## src/rtl/fft_frame_scheduler.sv

```systemverilog
// Sequences one FFT frame: load input buffer, start core, wait, unload result, hold for consumer.
// Optional WAIT watchdog is built only when FFT_SCHED_TIMEOUT_EN is defined.
//
// state    | meaning
// S_IDLE   | no frame in flight, waiting for frame_valid
// S_LOAD   | streaming N_WORDS input words into the core
// S_START  | single-cycle core start, input buffer released
// S_WAIT   | core computing; done ignored on the first cycle
// S_UNLOAD | streaming N_WORDS results into the result buffer
// S_HOLD   | result buffer complete, waiting for result_ack
module fft_frame_scheduler #(
  parameter int N_WORDS        = 64,
  parameter int IDX_W          = 6,
  parameter int TIMEOUT_CYCLES = 4096
) (
  input  logic             clk,
  input  logic             reset,
  input  logic             frame_valid,
  input  logic             fft_done,
  input  logic             result_ack,
  output logic [IDX_W-1:0] in_idx,
  output logic             fft_load,
  output logic             fft_start,
  output logic             frame_taken,
  output logic [IDX_W-1:0] out_idx,
  output logic             out_we,
  output logic             result_ready,
  output logic             busy,
  output logic             timeout
);

  typedef enum logic [2:0] {
    S_IDLE, S_LOAD, S_START, S_WAIT, S_UNLOAD, S_HOLD
  } state_t;

  localparam logic [IDX_W-1:0] LAST_IDX = IDX_W'(N_WORDS - 1);
  localparam logic [IDX_W-1:0] IDX_ONE  = IDX_W'(1);

  if ((2 ** IDX_W) < N_WORDS || TIMEOUT_CYCLES < 1) begin : g_cfg_check
    $error("fft_frame_scheduler: IDX_W too narrow or TIMEOUT_CYCLES < 1");
  end

  state_t state;
  logic   wait_first;

`ifdef FFT_SCHED_TIMEOUT_EN
  localparam int TMR_W = $clog2(TIMEOUT_CYCLES + 1);
  localparam logic [TMR_W-1:0] TMR_LOAD = TMR_W'(TIMEOUT_CYCLES - 1);
  localparam logic [TMR_W-1:0] TMR_ONE  = TMR_W'(1);
  logic [TMR_W-1:0] wd_cnt;
`else
  assign timeout = 1'b0;
`endif

  always_ff @(posedge clk) begin
    if (reset) begin
      state        <= S_IDLE;
      in_idx       <= '0;
      out_idx      <= '0;
      fft_load     <= 1'b0;
      fft_start    <= 1'b0;
      frame_taken  <= 1'b0;
      out_we       <= 1'b0;
      result_ready <= 1'b0;
      busy         <= 1'b0;
      wait_first   <= 1'b0;
`ifdef FFT_SCHED_TIMEOUT_EN
      timeout      <= 1'b0;
      wd_cnt       <= '0;
`endif
    end else begin
      fft_start   <= 1'b0;
      frame_taken <= 1'b0;
      case (state)
        S_IDLE: begin
          if (frame_valid) begin
            state    <= S_LOAD;
            in_idx   <= '0;
            fft_load <= 1'b1;
            busy     <= 1'b1;
          end
        end
        S_LOAD: begin
          if (in_idx == LAST_IDX) begin
            state       <= S_START;
            in_idx      <= '0;
            fft_load    <= 1'b0;
            fft_start   <= 1'b1;
            frame_taken <= 1'b1;
          end else begin
            in_idx <= in_idx + IDX_ONE;
          end
        end
        S_START: begin
          state      <= S_WAIT;
          wait_first <= 1'b1;
`ifdef FFT_SCHED_TIMEOUT_EN
          wd_cnt     <= TMR_LOAD;
`endif
        end
        S_WAIT: begin
          // done may still be high from the previous frame on the first cycle
          wait_first <= 1'b0;
          if (!wait_first && fft_done) begin
            state   <= S_UNLOAD;
            out_idx <= '0;
            out_we  <= 1'b1;
          end
`ifdef FFT_SCHED_TIMEOUT_EN
          else if (wd_cnt == '0) begin
            state   <= S_IDLE;
            timeout <= 1'b1;
            busy    <= 1'b0;
          end else begin
            wd_cnt <= wd_cnt - TMR_ONE;
          end
`endif
        end
        S_UNLOAD: begin
          if (out_idx == LAST_IDX) begin
            state        <= S_HOLD;
            out_idx      <= '0;
            out_we       <= 1'b0;
            result_ready <= 1'b1;
          end else begin
            out_idx <= out_idx + IDX_ONE;
          end
        end
        S_HOLD: begin
          if (result_ack) begin
            state        <= S_IDLE;
            result_ready <= 1'b0;
            busy         <= 1'b0;
          end
        end
        default: begin
          state        <= S_IDLE;
          in_idx       <= '0;
          out_idx      <= '0;
          fft_load     <= 1'b0;
          out_we       <= 1'b0;
          result_ready <= 1'b0;
          busy         <= 1'b0;
        end
      endcase
    end
  end

endmodule

```

## config.mk

```make
export PLATFORM = sky130hd
export DESIGN_NAME = fft_frame_scheduler
export DESIGN_NICKNAME = d
export VERILOG_FILES = /design/src/rtl/fft_frame_scheduler.sv
export SDC_FILE = /design/constraint.sdc
export NUM_CORES = 1
export LEC_CHECK = 0
export ABC_AREA = 1
export BUFFER_PORTS_ARGS = -buffer_cell sky130_fd_sc_hd__buf_4
export CAP_MARGIN = 5
export CORE_MARGIN = 2
export CORE_UTILIZATION = 35
export CTS_CLUSTER_SIZE = 24
export DETAILED_ROUTE_END_ITERATION = 16
export GPL_TIMING_DRIVEN = 0
export PLACE_DENSITY_LB_ADDON = 0.08
export SETUP_SLACK_MARGIN = 0.02
export SYNTH_ARGS = -nofsm -noshare
export SYNTH_HDL_FRONTEND = slang
export SYNTH_SLANG_ARGS = --single-unit
export TNS_END_PERCENT = 10
```

## constraint.sdc

```tcl
create_clock -name clk -period 3.5 [get_ports clk]
set_clock_uncertainty 0.15 [all_clocks]
set_input_delay 0.35 -clock clk [delete_from_list [all_inputs] [get_ports clk]]
set_output_delay 0.35 -clock clk [all_outputs]
set_load 0.02 [all_outputs]
```

==> metrics.log <==
INFO  metric run_status = finished, final reports clean
INFO  metric irDropWorstVdd = 0.000309 V
INFO  metric antenna-diode-count = 0
INFO  metric floorplan.initialDensity = 35.7%
INFO  metric hpwlAfterDp = 1730 um
INFO  metric grt_usage = 14.5%
INFO  metric yosys_warnings = 0
INFO  metric post-cts-setup-buffer-count = 0
INFO  metric routedWlPerCell = 10.5 um
INFO  metric p_leak = 0.599 nW
INFO  metric final.period_utilization = 50.4%
INFO  metric grt_setup_unrepaired = no
INFO  metric clk_transition_reported_paths = 0.12 ns
INFO  metric via_count = 1020
INFO  metric synth_top_flop_cell = dfxtp_1
INFO  metric tritoncts_clock_tree = built
INFO  metric timing.critical_path.slowest_stage_cell = dfxtp_1
INFO  metric criticalPathCategory = flop to flop
INFO  metric clock_insertion_delay_worst_skew = 0.30 ns
INFO  metric cp_data_required_time = 3.56 ns
INFO  metric cts.htree.levels = 1
INFO  metric post_cts_resize_count = 0
INFO  metric cts.sink_count = 21
INFO  metric place.port_buffers = 22
INFO  metric synth_enable_flop_cells = 0
INFO  metric drv.max_cap_violation_count = 0
INFO  metric count_of_state_elements_after_synthesis = 21
INFO  metric filler_cell_count = 348
INFO  metric die-height = 59.1 um
INFO  metric final-hold-violation-count = 0
INFO  metric synth_top_area_share = 39.5%
INFO  metric fin_tns_setup = 0 ns
INFO  metric post_route_total_power = 0.903 mW
INFO  metric synthesis.nets = 164
INFO  metric vias_per_cell = 4.74
INFO  metric row_count = 20
INFO  metric cts.hold.buffers_added = 0
INFO  metric r2r_setup_slack = 1.74 ns
INFO  metric worstSetupEndpointType = flop
INFO  metric layout-area-overhead-vs-synth = 21.9%
INFO  metric cp_cell_instances = ha_1 > nand3_1 > nor2_1 > nor2_1 > nor2_1 > nand2_1 > o21ai_1 > inv_1
INFO  metric nets = 191
INFO  metric die-area = 0.00350 sq mm
INFO  metric dpl_cell_area = 0.00127 sq mm
INFO  metric max_stage_delay = 0.42 ns
INFO  metric number_of_cts_inserted_buffers = 3
INFO  metric cts-root-buf = clkbuf_4
INFO  metric worstPathBufferInverterCount = 1
INFO  metric drcViolationCount = 0
INFO  metric synthesized_instance_count = 156
INFO  metric power_density = 696 mW/mm^2
INFO  metric grt_pass1_wl = 3870 um
INFO  metric arrival_time_of_data_at_the_critical_path_endpoint = 1.82 ns
INFO  metric ant_nets = 0
INFO  metric mappedNetlistArea = 0.00106 sq mm
INFO  metric timing.critical_path.fanout_max = 6
INFO  metric final_design_area_no_fill = 0.00130 sq mm
INFO  metric finalWeightedCongestion = 0.836
INFO  metric cell_with_the_most_instances_on_the_worst_path = nor2_1
INFO  metric final_core_utilization = 43.5%
INFO  metric design.portCount = 24
INFO  metric globalRouteOverflowTotal = 0
INFO  metric area_of_combinational_cells_with_multiple_inputs = 557 sq um
INFO  metric synth-async-reset-ratio = 0%
INFO  metric via_count_of_the_first_global_routing_pass = 913
INFO  metric cts_max_path_buffers = 2
INFO  metric routed_wirelength = 2250 um
INFO  metric dieWidth = 59.1 um
INFO  metric final_layout_size_suffix_gt1_share = 19.2%
INFO  metric hold_path_depth = 3
INFO  metric syn-mean-instance-area = 6.82 sq um
INFO  metric seqCellArea = 420 sq um
INFO  metric netlist-cell-type-count = 24
INFO  metric first_iter_violations = 24
INFO  metric finalMaxSlewViolations = 0
INFO  metric synth-seq-area-share = 39.5%
INFO  metric min_period = 1.76 ns
INFO  metric antenna_violations_before_repair = 0
INFO  metric crit_cells = 8
INFO  metric synth.top_cells.by_area = dfxtp_1 40%, nand2_1 12%, nand3_1 7.5%, nor2_1 7.4%, a21oi_1 6.1%
INFO  metric worst_r2r_path_depth = 8
INFO  metric grt_start_max_net_pins = 12
INFO  metric finalHoldWorstSlack = 0.167 ns
INFO  metric largestRegisters = in_idx (6), out_idx (6), state (3)
INFO  metric worst_hold_path_type = primary input to flop
INFO  metric drtPass1Iterations = 4
INFO  metric achievable_freq = 567 MHz
INFO  metric most_used_standard_cell_by_instance_count_after_synthesis = nand2_1
INFO  metric setup.worst_path.start_class = flop
INFO  metric core = 0.00298 sq mm
INFO  metric path_delay_family = simple AND/OR/NAND/NOR gates
INFO  metric finalSetupViolations = 0
INFO  metric post-synth-top-area-cell = dfxtp_1
INFO  metric synth_top_cells_by_count = 35 x nand2_1, 21 x dfxtp_1, 21 x nor2_1, 17 x inv_1, 16 x nand3_1
-- path summary, 6_finish.rpt --
| kind | start | end |
|---|---|---|
| worst max-delay path | out_idx[0]$_SDFFE_PP0P_ | state[2]$_SDFFE_PP0P_ |
| worst min-delay path | frame_valid | busy$_SDFFE_PP0P_ |
| worst max register to register | out_idx[0]$_SDFFE_PP0P_ | state[2]$_SDFFE_PP0P_ |
| worst min register to register | busy$_SDFFE_PP0P_ | busy$_SDFFE_PP0P_ |
-- metrics by stage --
| stage | cells | setup slack [ns] |
|---|---|---|
| final | 215 | 1.74 |
| after global routing | 215 | 1.58 |
| after CTS | 215 | 1.74 |
| after detailed placement | 211 | 1.75 |
| after global placement | 211 | 1.77 |
| after floorplan | 156 | 1.81 |
-- cells in the final DEF (no fill, tap or decap), drive strengths merged, types with 3 or more instances in the layout --
cell     n
or2      3
dfxtp   21
nor2    23
nand3   17
nor3     4
xor2     3
inv     18
buf     24
ha       3
a21oi   13
nand2   37
clkbuf   5
o21ai    6
-- worst register-to-register path: cells and delay by family (launching register included) --
kind | cells | cell delay (ns)
simple gates | 5 | 0.75
flops | 1 | 0.42
fa+ha+maj | 1 | 0.21
compound gates | 1 | 0.12
buf+inv | 1 | 0.04
-- cell families after synthesis --
group / after synthesis / synth area share [%]
flops: 21 / 39.5
compound gates: 21 / 10.4
fa+ha+maj: 3 / 3.53
xor+xnor: 4 / 3.29
simple gates: 85 / 34.8
other cells: 1 / 0.353
buf+inv: 21 / 8.12
-- metal layers --
layer,vias up,part of all wire [%],global-route usage (%)
met3,2,3.4,2.84
met1,453,49,18.8
met5,-,0,0
li1,549,-,-
met2,16,46,23.3
met4,0,0.84,6.49
-- final cells by class --
class                      instances  area share [%]
tap                               33            3.19
buffer                             3            1.45
sequential                        21            32.4
inverter                          18            5.21
clock buffer                       4            2.03
timing repair buffer              22            12.7
multi-input combinational        114            43.0
-- where the power goes --
| group | internal [mW] | switching (mW) | leakage, nW | total (mW) |
|---|---|---|---|---|
| combinational | 0.158 | 0.287 | 0.413 | 0.445 |
| clock | 0.0443 | 0.0726 | 0.0150 | 0.117 |
| sequential | 0.288 | 0.0521 | 0.171 | 0.341 |
Power figures use the tool's default switching activity.
